$ cat config.mk
export PLATFORM = sky130hd
export DESIGN_NAME = aes_io_loader_flat
export DESIGN_NICKNAME = d
export VERILOG_FILES = /design/src/rtl/aes_io_loader_if.sv /design/src/rtl/aes_io_loader.sv /design/src/flat_wrapper.sv
export SDC_FILE = /design/constraint.sdc
export NUM_CORES = 1
export LEC_CHECK = 0
export BUFFER_PORTS_ARGS = -buffer_cell sky130_fd_sc_hd__buf_2
export CAP_MARGIN = 25
export CORE_UTILIZATION = 58
export CTS_CLUSTER_SIZE = 20
export DETAILED_ROUTE_END_ITERATION = 10
export PLACE_DENSITY_LB_ADDON = 0.1
export SKIP_LAST_GASP = 1
export SYNTH_ARGS = -nofsm -noshare
export SYNTH_HDL_FRONTEND = slang
export SYNTH_SLANG_ARGS = --single-unit
$ cat constraint.sdc
create_clock -name clk -period 23.5 [get_ports clk]
set_input_delay 1.175 -clock clk [delete_from_list [all_inputs] [get_ports clk]]
set_output_delay 1.175 -clock clk [all_outputs]
set_load 0.05 [all_outputs]
$ cat src/rtl/aes_io_loader_if.sv
// rtl/aes_io_loader_if.sv - load/result bus bundle between the host side and aes_io_loader
interface aes_io_loader_if #(
    parameter int IN_W  = 4,
    parameter int OUT_W = 8,
    parameter int REG_W = 128,
    parameter int NCH   = 2,
    parameter int CS_W  = 4
);
    logic [IN_W-1:0]      in;
    logic [CS_W-1:0]      cs;
    logic                 in_valid;
    logic [NCH-1:0]       ch_clr;
    logic [NCH*REG_W-1:0] ch_data;
    logic [NCH-1:0]       ch_full;
    logic                 ovf;
    logic [REG_W-1:0]     res;
    logic                 res_load;
    logic [OUT_W-1:0]     out;
    logic                 out_valid;
    logic                 out_ready;

    modport slave (
        input  in, cs, in_valid, ch_clr, res, res_load, out_ready,
        output ch_data, ch_full, ovf, out, out_valid
    );

    modport master (
        output in, cs, in_valid, ch_clr, res, res_load, out_ready,
        input  ch_data, ch_full, ovf, out, out_valid
    );
endinterface

$ cat src/rtl/aes_io_loader.sv
// rtl/aes_io_loader.sv - per-channel beat assembler and result serialiser for the AES core
module aes_io_loader #(
    parameter int IN_W  = 4,
    parameter int OUT_W = 8,
    parameter int REG_W = 128,
    parameter int NCH   = 2,
    parameter int CS_W  = 4
) (
    input  logic             clk,
    input  logic             rst,
    aes_io_loader_if.slave   bus
);
    localparam int LB = REG_W / IN_W;
    localparam int OB = REG_W / OUT_W;
    localparam int CW = $clog2(LB + 1);
    localparam int RW = $clog2(OB + 1);
    localparam logic [CW-1:0] LB_C = CW'(LB);
    localparam logic [RW-1:0] OB_C = RW'(OB);

    logic [REG_W-1:0] regs [NCH];
    logic [CW-1:0]    cnt  [NCH];
    logic [REG_W-1:0] shifter;
    logic [RW-1:0]    rem;
    logic             ovf_q;

    logic cs_hit;
    logic sel_full;
    logic sel_clr;

    // Decode the addressed channel once so ovf never indexes past NCH.
    always_comb begin
        cs_hit   = 1'b0;
        sel_full = 1'b0;
        sel_clr  = 1'b0;
        for (int c = 0; c < NCH; c++) begin
            if (bus.cs == CS_W'(c)) begin
                cs_hit   = 1'b1;
                sel_full = (cnt[c] == LB_C);
                sel_clr  = bus.ch_clr[c];
            end
        end
    end

    always_ff @(posedge clk or posedge rst) begin
        if (rst) begin
            for (int c = 0; c < NCH; c++) begin
                regs[c] <= '0;
                cnt[c]  <= '0;
            end
            ovf_q <= 1'b0;
        end else begin
            for (int c = 0; c < NCH; c++) begin
                if (bus.ch_clr[c]) begin
                    regs[c] <= '0;
                    cnt[c]  <= '0;
                end else if (bus.in_valid && bus.cs == CS_W'(c) && cnt[c] != LB_C) begin
                    regs[c] <= {regs[c][REG_W-IN_W-1:0], bus.in};
                    cnt[c]  <= cnt[c] + CW'(1);
                end
            end
            // A clear on the targeted channel swallows the beat silently.
            ovf_q <= bus.in_valid && (!cs_hit || (sel_full && !sel_clr));
        end
    end

    always_ff @(posedge clk or posedge rst) begin
        if (rst) begin
            shifter <= '0;
            rem     <= '0;
        end else if (bus.res_load) begin
            shifter <= bus.res;
            rem     <= OB_C;
        end else if (rem != '0 && bus.out_ready) begin
            shifter <= shifter << OUT_W;
            rem     <= rem - RW'(1);
        end
    end

    for (genvar g = 0; g < NCH; g++) begin : g_ch
        assign bus.ch_data[g*REG_W +: REG_W] = regs[g];
        assign bus.ch_full[g]                = (cnt[g] == LB_C);
    end

    assign bus.ovf       = ovf_q;
    assign bus.out       = shifter[REG_W-1 -: OUT_W];
    assign bus.out_valid = (rem != '0);
endmodule

$ cat src/flat_wrapper.sv
// flat-port wrapper written by rule: the top's interface ports become plain ports
module aes_io_loader_flat 
#(
    parameter int IN_W  = 4,
    parameter int OUT_W = 8,
    parameter int REG_W = 128,
    parameter int NCH   = 2,
    parameter int CS_W  = 4
)
  (clk, rst, bus_in, bus_cs, bus_in_valid, bus_ch_clr, bus_res, bus_res_load, bus_out_ready, bus_ch_data, bus_ch_full, bus_ovf, bus_out, bus_out_valid);
  aes_io_loader_if #(.IN_W(IN_W), .OUT_W(OUT_W), .REG_W(REG_W), .NCH(NCH), .CS_W(CS_W)) bus_i ();
  input  logic clk;
  input  logic rst;
  input wire logic [$bits(bus_i.in)-1:0] bus_in;
  input wire logic [$bits(bus_i.cs)-1:0] bus_cs;
  input wire logic [$bits(bus_i.in_valid)-1:0] bus_in_valid;
  input wire logic [$bits(bus_i.ch_clr)-1:0] bus_ch_clr;
  input wire logic [$bits(bus_i.res)-1:0] bus_res;
  input wire logic [$bits(bus_i.res_load)-1:0] bus_res_load;
  input wire logic [$bits(bus_i.out_ready)-1:0] bus_out_ready;
  output wire logic [$bits(bus_i.ch_data)-1:0] bus_ch_data;
  output wire logic [$bits(bus_i.ch_full)-1:0] bus_ch_full;
  output wire logic [$bits(bus_i.ovf)-1:0] bus_ovf;
  output wire logic [$bits(bus_i.out)-1:0] bus_out;
  output wire logic [$bits(bus_i.out_valid)-1:0] bus_out_valid;
  assign bus_i.in = bus_in;
  assign bus_i.cs = bus_cs;
  assign bus_i.in_valid = bus_in_valid;
  assign bus_i.ch_clr = bus_ch_clr;
  assign bus_i.res = bus_res;
  assign bus_i.res_load = bus_res_load;
  assign bus_i.out_ready = bus_out_ready;
  assign bus_ch_data = bus_i.ch_data;
  assign bus_ch_full = bus_i.ch_full;
  assign bus_ovf = bus_i.ovf;
  assign bus_out = bus_i.out;
  assign bus_out_valid = bus_i.out_valid;
  aes_io_loader #(.IN_W(IN_W), .OUT_W(OUT_W), .REG_W(REG_W), .NCH(NCH), .CS_W(CS_W)) u_core (.clk(clk), .rst(rst), .bus(bus_i));
endmodule
# After elaboration in Yosys (flattened, before gate mapping)
# Cells that the tools add are included.
[op_classes]
addsub = 3
n_eq_ne = 5
n_mux = 18
reduce_logical = 15
[ops]
columns = ["op", "count"]
rows = [
  ["$mux W128", 6],
  ["$mux W6", 4],
  ["$add A6 B1 Y6 const B", 2],
  ["$eq A6 B6 Y1 const B", 2],
  ["$ne A6 B6 Y1 const B", 2],
  ["$mux W5", 2],
  ["$logic_and A1 B1 Y1", 7],
  ["$mux W1", 6],
  ["$reduce_bool A2 Y1", 3],
  ["$reduce_bool A5 Y1", 1],
  ["$sub A5 B1 Y5 const B", 1],
  ["$eq A4 B1 Y1 const B", 1],
  ["$logic_not A4 Y1", 1],
  ["$logic_not A1 Y1", 2],
  ["$logic_or A1 B1 Y1", 1],
]
[word_totals]
regBits = 402
input_bits = 143
output_inout_bits = 268
elab_cells = 48

# Longest topological paths before layout
# Gate-level depths: netlist of the first run.
[logic_depth]
ltp_word = 7
mapped_depth = 9
mapped_depth_nobuf = 6

# Worst setup path after synthesis of the first run
# OpenSTA, ideal clock, no wires.
[synth_path]
path_kind = "input to register"
start = "in bus_cs[1]"
end = "reg u_core.regs (netlist bit u_core.bus.ch_data[143])"
setup_time_ns = 0.136
t_arrival_ns = 2.703
required_ns = 23.364
setup_slack_ns = 20.661
path_stages = 7
path_buffers = 3
path_cell_list = "or4b_1 -> buf_2 -> a311o_1 -> clkbuf_1 -> buf_2 -> nand2_1 -> a21oi_1"
[synth_via]
elab_chain_cells = 4
[synth_lines]
columns = ["element", "line_no", "source"]
rows = [
  ["start: declaration", "flat_wrapper.sv:15", "input wire logic [$bits(bus_i.cs)-1:0] bus_cs;"],
  ["$eq A4 B1 Y1", "aes_io_loader.sv:56", "end else if (bus.in_valid && bus.cs == CS_W'(c) && cnt[c] != LB_C) begin"],
  ["$logic_and A1 B1 Y1 (2 in series)", "aes_io_loader.sv:56", ""],
  ["$reduce_bool A2 Y1 (no source line)", "--", ""],
  ["end signal: indexed assignment", "aes_io_loader.sv:57", "regs[c] <= {regs[c][REG_W-IN_W-1:0], bus.in};"],
  ["end: declaration", "aes_io_loader.sv:20", "logic [REG_W-1:0] regs [NCH];"],
]
# Every way passes these cells.
# A chain may end at the register's enable or synchronous reset.

# Worst setup path in the final report of the first run
[layout_path]
start = "in bus_in_valid"
end = "reg u_core.cnt[2] (netlist name)"
[layout_via]
elab_chain_cells = 3
[layout_lines]
columns = ["element", "line_no", "source"]
rows = [
  ["start: declaration", "flat_wrapper.sv:16", "input wire logic [$bits(bus_i.in_valid)-1:0] bus_in_valid;"],
  ["$logic_and A1 B1 Y1 (2 in series)", "aes_io_loader.sv:56", ""],
  ["$reduce_bool A2 Y1 (no source line)", "--", ""],
  ["end signal: indexed assignment", "aes_io_loader.sv:58", "cnt[c] <= cnt[c] + CW'(1);"],
  ["end: declaration", "aes_io_loader.sv:21", "logic [CW-1:0] cnt [NCH];"],
]
# Every way passes these cells.

==> results of run 1 <==
==> worst max path at each step <==
stage | cells past startpoint | end | slack [ns] | startpoint
finish | 6 | u_core.cnt[2]$_DFFE_PP0P_ | 20.04 | bus_in_valid
global route | 7 | u_core.bus.ch_data[187]$_DFFE_PP0P_ | 19.86 | bus_in_valid
CTS | 6 | u_core.cnt[2]$_DFFE_PP0P_ | 20.08 | bus_in_valid
detailed placement | 6 | u_core.cnt[2]$_DFFE_PP0P_ | 19.54 | bus_in_valid
global placement | 6 | u_core.cnt[0]$_DFFE_PP0P_ | 19.43 | bus_cs[1]
floorplan | 1 | u_core.bus.ch_data[0]$_DFFE_PP0P_ | 11.14 | rst
==> power breakdown <==
group / total [uW] / leakage, uW / switching [uW] / internal (uW)
Sequential: 735 / 0.00538 / 16.2 / 719
Clock: 686 / 0.000708 / 266 / 420
Combinational: 118 / 0.00397 / 73.9 / 44.2
==> cell families after synthesis <==
logic type | count (synthesis) | synth area share
and+or+nand+nor | 694 | 0.160
AOI/OAI and AO/OA | 403 | 0.122
DFF | 402 | 0.599
buffers and inverters | 150 | 0.0410
muxes | 120 | 0.0715
xor gates and xnor gates | 7 | 0.00365
adders and majority gates | 5 | 0.00372
==> synth_stat cells <==
| library cell | instances | share of area |
|---|---|---|
| a211oi_1 | 1 | 0.00045 |
| a21oi_1 | 263 | 0.078 |
| a311o_1 | 1 | 0.00060 |
| a311oi_1 | 1 | 0.00052 |
| a31o_2 | 1 | 0.00052 |
| and2_1 | 1 | 0.00037 |
| and3_1 | 1 | 0.00037 |
| buf_1 | 1 | 0.00022 |
| buf_2 | 26 | 0.0077 |
| buf_4 | 15 | 0.0067 |
| buf_6 | 5 | 0.0034 |
| clkbuf_1 | 92 | 0.021 |
| dfrtp_1 | 402 | 0.60 |
| ha_1 | 5 | 0.0037 |
| inv_1 | 11 | 0.0025 |
| mux2i_1 | 120 | 0.071 |
| nand2_1 | 657 | 0.15 |
| nand2_2 | 1 | 0.00037 |
| nand2b_1 | 1 | 0.00037 |
| nand3_1 | 1 | 0.00030 |
| nand4_1 | 4 | 0.0015 |
| nand4b_1 | 3 | 0.0016 |
| nor2_1 | 10 | 0.0022 |
| nor3_1 | 6 | 0.0018 |
| nor3b_1 | 1 | 0.00045 |
| nor4_1 | 1 | 0.00037 |
| o2111a_1 | 1 | 0.00067 |
| o2111ai_1 | 1 | 0.00052 |
| o211ai_1 | 1 | 0.00045 |
| o21ai_0 | 124 | 0.037 |
| o21ai_1 | 8 | 0.0024 |
| o31ai_1 | 1 | 0.00045 |
| or3_1 | 5 | 0.0019 |
| or4b_1 | 1 | 0.00060 |
| or4b_2 | 1 | 0.00060 |
| xnor2_1 | 6 | 0.0031 |
| xor2_1 | 1 | 0.00052 |
==> per-layer routing <==
metal | share of wire | vias up | wire (um)
li1 | - | 6522 | -
met1 | 0.41 | 6483 | 17200
met2 | 0.48 | 410 | 20000
met3 | 0.079 | 106 | 3310
met4 | 0.037 | 8 | 1540
met5 | 0.0012 | - | 51
==> metrics by stage <==
step / worst slack [ns] / cell area (sq um) / std cells / total power (uW) / hold WS [ns]
2_1_floorplan: 11.14 / 16800 / 1781 / 833 / 0.461
3_3_place_gp: 19.43 / 18800 / 2439 / 860 / 0.482
3_5_place_dp: 19.54 / 18900 / 2441 / 865 / 0.497
4_1_cts: 20.08 / 20300 / 2515 / 1550 / 0.510
5_1_grt: 19.86 / 20400 / 2528 / 1590 / 0.538
6_report: 20.04 / 20400 / 2529 / 1540 / 0.497
==> state kept, by name, indices dropped and copies added (netlist names) <==
register and flops:
u_core.shifter 128, u_core.cnt 12, u_core.rem 5, u_core.bus.ovf 1
u_core.bus.ch_data 256
==> final cells by class <==
type / count / area share
timing repair buffer: 424 / 0.111
tap: 378 / 0.0231
multi-input combinational: 1229 / 0.299
inverter: 11 / 0.00239
clock inverter: 8 / 0.00704
clock buffer: 66 / 0.0633
antenna: 11 / 0.00135
sequential: 402 / 0.492
==> cell usage in the layout (no fill, tap or decap), types with 2 or more instances in the layout <==
cell,count
a21oi_1,263
buf_12,2
buf_16,4
buf_2,407
buf_4,10
bufinv_16,4
clkbuf_1,10
clkbuf_16,43
clkbuf_8,13
clkinv_2,3
dfrtp_1,402
diode_2,11
ha_1,5
inv_1,10
mux2i_1,120
nand2_1,657
nand4_1,4
nand4b_1,3
nor2_1,10
nor3_1,6
o21ai_0,124
o21ai_1,8
or3_1,5
xnor2_1,6
==> critical path: cells and delay by family <==
kind                   cells  cell delay, ns
AO/OA/AOI/OAI              2            0.90
buffers and inverters      2            0.70
AND/OR/NAND/NOR            2            1.10
==> impl_results.md, run 1 <==
* Status: completed
* CTS tree: yes
* Length of the first detailed-routing pass in iterations at 5
* Post-CTS Setup Repair Bufs at 0
* Hold_sp: u_core.rem[4]$_DFFE_PP0P_
* Syn Inst Count at 1,781
* Layout cells sized above 1 at 0.232
* Cts hold-fix bufs at 0
* Top-level I/O count at 411
* Avg Cell Area, Syn at 9.43 sq um
* Drt initial violations at 1,280
* WL per Instance at 16.6 um
* Final core occ at 0.725
* Routability cong. at 0.809
* Slew margin rel. at 0.307
* Worst-path maximum fanout at 85
* Worst VDD drop at 85.0 uV
* H-tree Lvls at 2
* Die Span Y at 172 um
* Min-Delay Endpoint: u_core.rem[4]$_DFFE_PP0P_
* Clk root buf: clkbuf_16
* R2r worst-path depth at 5
* Antenna violations before repair at 14
* CP Class: in -> reg
* Setup-failing EPs final at 0
* TritonCTS buffer count at 42
* GRT Total Usage at 0.274
* P per Cell Area at 75.3 mW/mm^2
* Clock skew at 0.0160 ns
* Initial Utilization at 0.597
* CP startpoint kind: primary input
* Worst-path clk slew at 0.06 ns
* Hold Path Class: reg -> reg
* CP Data Arrival Time at 3.91 ns
* TNS Setup at 0 ns
* Core Area at 0.0282 sq mm
* Clock buffer depth at 3
* Final Hold Viols at 0
* Reg2reg start: u_core.cnt[2]$_DFFE_PP0P_
* Routed vias/inst at 5.35
* P_leak at 0.0101 uW
* Max Clock Freq at 0.289 GHz
* Synth Cell Area at 0.0168 sq mm
* Warnings, synthesis at 0
* DRT antenna net count at 0
* Via Count at 13.5k
* Clock sinks at 402
* Hpwl dp at 26.6 mm
* Fillers at 2,153
* Total grt overflow at 0
* Die Width at 172 um
* GR peak layer: met2
* Pin count of the biggest net entering global routing at 167
* Max Transition Viols Final at 0
* DIE AREA at 0.0297 sq mm
* FP Rows at 61
* M1 GR Usage at 0.351
* Hold depth at 2
* Yosys reg bits at 402
* Worst-Skew Late Latency at 0.53 ns
* R2R Path End: u_core.bus.ch_data[242]$_DFFE_PP0P_
* Buffers added on ports at 410
* RSZ-0062 raised after global routing: false
* Grt met3 use at 0.0767
* Yosys cell types at 37
* CP peak stage delay at 0.76 ns
* Vias in the first global route at 12.7k
* Drt total wl at 42.0 mm
* DR DRC count at 0
* Worst path slowest cell: a311o_2
* Post-CTS Resized at 0
* Register area share after synthesis at 0.599
* CP endpoint kind: flip-flop
* R2R Setup Slk at 20.43 ns
* First-pass GRT wire length at 64.5 mm
* Slew @ Worst Pin at 1.04 ns
* Crit path cell chain: buf_2 > or4b_1 > a311o_2 > buf_4 > or3_1 > a21oi_1
* Crit path required time at 23.95 ns
* Min Tclk post-route at 3.46 ns
* Final period utilization at 0.147
* Net Count, Synth at 1,929
* Met2 Usage GRT at 0.438
* Maxcap violations at 0
* Multi-input logic area at 0.00611 sq mm
* Final nets at 2,258
* Syn-to-layout area delta at 21.6%
* Reg area at 0.0101 sq mm
Note: power is estimated with default switching activity, not from simulation.
==> inputs of run 2 (changes only) <==
--- a/config.mk
+++ b/config.mk
@@ -7,7 +7,7 @@
 export LEC_CHECK = 0
 export BUFFER_PORTS_ARGS = -buffer_cell sky130_fd_sc_hd__buf_2
 export CAP_MARGIN = 25
-export CORE_UTILIZATION = 58
+export CORE_UTILIZATION = 48
 export CTS_CLUSTER_SIZE = 20
 export DETAILED_ROUTE_END_ITERATION = 10
 export PLACE_DENSITY_LB_ADDON = 0.1
==> constraint.sdc (replaced) <==
create_clock -name clk -period 2.8 [get_ports clk]
set_input_delay 0.14 -clock clk [delete_from_list [all_inputs] [get_ports clk]]
set_output_delay 0.14 -clock clk [all_outputs]
set_load 0.05 [all_outputs]
==> impl_results.md, run 2 (synthesis gave the netlist of run 1 again) <==
* Status: completed
* Maxcap violations at 0
* Part of the power in registers at 0.480
* Final period utilization at 0.894
* Slew margin rel. at 0.300
* Total grt overflow at 0
* P_leak at 0.0107 uW
* RSZ-0062 raised after global routing: false
* Worst-path maximum fanout at 35
* DIE AREA at 0.0358 sq mm
* Top-level I/O count at 411
* Clock skew at 0.0146 ns
* CP Class: reg -> reg
* Max Transition Viols Final at 0
* Switching power at 3070 uW
* Via Count at 14.1k
* GRT Total Usage at 0.246
* Clk network pwr share at 0.428
* Hpwl dp at 27.9 mm
* Length of the first detailed-routing pass in iterations at 5
* Core Area at 0.0345 sq mm
* Initial Utilization at 0.488
* Fillers at 2,908
* Clock buffer depth at 3
* DR DRC count at 0
* Final nets at 2,409
* H-tree Lvls at 2
* Pin count of the biggest net entering global routing at 131
* Commonest non-fill, non-tap cells in the layout: nand2_1 (657), buf_2 (407), dfrtp_1 (402)
* Clk root buf: clkbuf_16
* Final setup margin at 0.297 ns
* Max Clock Freq at 0.400 GHz
* Post-CTS Setup Repair Bufs at 0
* Layout cells sized above 1 at 0.224
* Sw frac at 0.238
* P per Cell Area at 586 mW/mm^2
* Worst-Skew Late Latency at 0.54 ns
* Crit path required time at 3.23 ns
* Buffers added on ports at 410
* FP Rows at 68
* CP Data Arrival Time at 2.93 ns
* Worst slack, placed at 0.275 ns
* Max reg flops at 256
* R2R Setup Slk at 0.30 ns
* First-pass GRT wire length at 71.7 mm
* Routability cong. at 0.816
* Worst hold slack at 0.0558 ns
* Post-CTS Resized at 0
* Final core occ at 0.638
* Drt initial violations at 1,075
* Antenna violations before repair at 5
* TNS Setup at 0 ns
* CP endpoint kind: flip-flop
* Comb power frac at 0.092
* CTS tree: yes
* Setup-failing EPs final at 0
* Clock sinks at 402
* Die Width at 189 um
* TritonCTS buffer count at 44
* Routed vias/inst at 5.12
* Worst-path clk slew at 0.06 ns
* Worst VDD drop at 480 uV
* Min Tclk post-route at 2.50 ns
* Vias in the first global route at 13.8k
* Final Hold Viols at 0
* CP startpoint kind: flip-flop
* Slew @ Worst Pin at 1.05 ns
* Drt total wl at 44.1 mm
* Hold Path Class: in -> reg
* WL per Instance at 16.0 um
* Die Span Y at 189 um
* DRT antenna net count at 0
* Commonest non-fill, non-tap cell in the layout: nand2_1
* Int Pwr at 9810 uW
* Syn-to-layout area delta at 30.8%
## run 2: cell types whose count changed in the layout (fill, tap and decap cells not counted), moves of 3 or more
cell,previous run,this run
bufinv_16,4,0
buf_4,10,16
diode_2,11,4
dlygate4sd3_1,0,135
buf_12,2,14
buf_16,4,0
clkinv_2,3,6
## run 2: routing by layer
metal	vias to the layer above	track usage	part of all wire
met2	403	0.392	0.47
met5	-	0	0.00029
li1	6839	-	-
met1	6776	0.332	0.43
met3	64	0.0684	0.076
met4	2	0.0623	0.021
## run 2: through the flow
stage                     instance area [sq um]  instances  total power, uW
after detailed placement                  19200       2535             7320
final                                     22000       2750            12900
after CTS                                 22000       2746            13000
after global routing                      22000       2748            13400
after floorplan                           16800       1781             7000
after global placement                    19200       2535             7290
## run 2: path summary, 6_finish.rpt
check                      cells past startpoint                             endpoint                                start
max reg2reg                                    6      u_core.shifter[102]$_DFFE_PP0P_            u_core.rem[0]$_DFFE_PP0P_
min reg2reg                                    2  u_core.bus.ch_data[124]$_DFFE_PP0P_  u_core.bus.ch_data[124]$_DFFE_PP0P_
min                                            4            u_core.rem[3]$_DFFE_PP0P_                        bus_out_ready
min in group asynchronous                      3  u_core.bus.ch_data[211]$_DFFE_PP0P_                                  rst
max in group asynchronous                      4  u_core.bus.ch_data[173]$_DFFE_PP0P_                                  rst
max                                            6      u_core.shifter[102]$_DFFE_PP0P_            u_core.rem[0]$_DFFE_PP0P_
## run 2: power groups by stage
stage	clock (uW)	combinational [uW]	sequential, uW
global placement	0	1010	6270
detailed placement	0	1040	6280
finish	5510	1190	6170
global route	5890	1320	6200
floorplan	0	755	6240
CTS	5650	1190	6170
## run 2: layout make-up
| type | count | area, sq um | share of cell area |
|---|---|---|---|
| diodes | 4 | 10.0 | 0.000455 |
| clock buffers | 67 | 1330 | 0.0605 |
| clock inverters | 9 | 55.1 | 0.00250 |
| inverters | 11 | 45.0 | 0.00205 |
| multi-input cells | 1229 | 6110 | 0.278 |
| flip-flops and latches | 402 | 10100 | 0.458 |
| well taps | 455 | 569 | 0.0259 |
| repair buffers | 573 | 3800 | 0.173 |
## run 2: what timing repair did
item,4_1_cts,5_1_grt
endpoints found under the setup margin,0,0
endpoints found under the hold margin,153,0
hold buffers,135,0
## run 2: worst max-delay path: stages, from the launching register on
cell and delay (ns):
dfrtp_1 0.40, inv_1 0.07, ha_1 0.18, or4b_2 0.72, and2_2 0.59, mux2i_1 0.22, o21ai_0 0.22
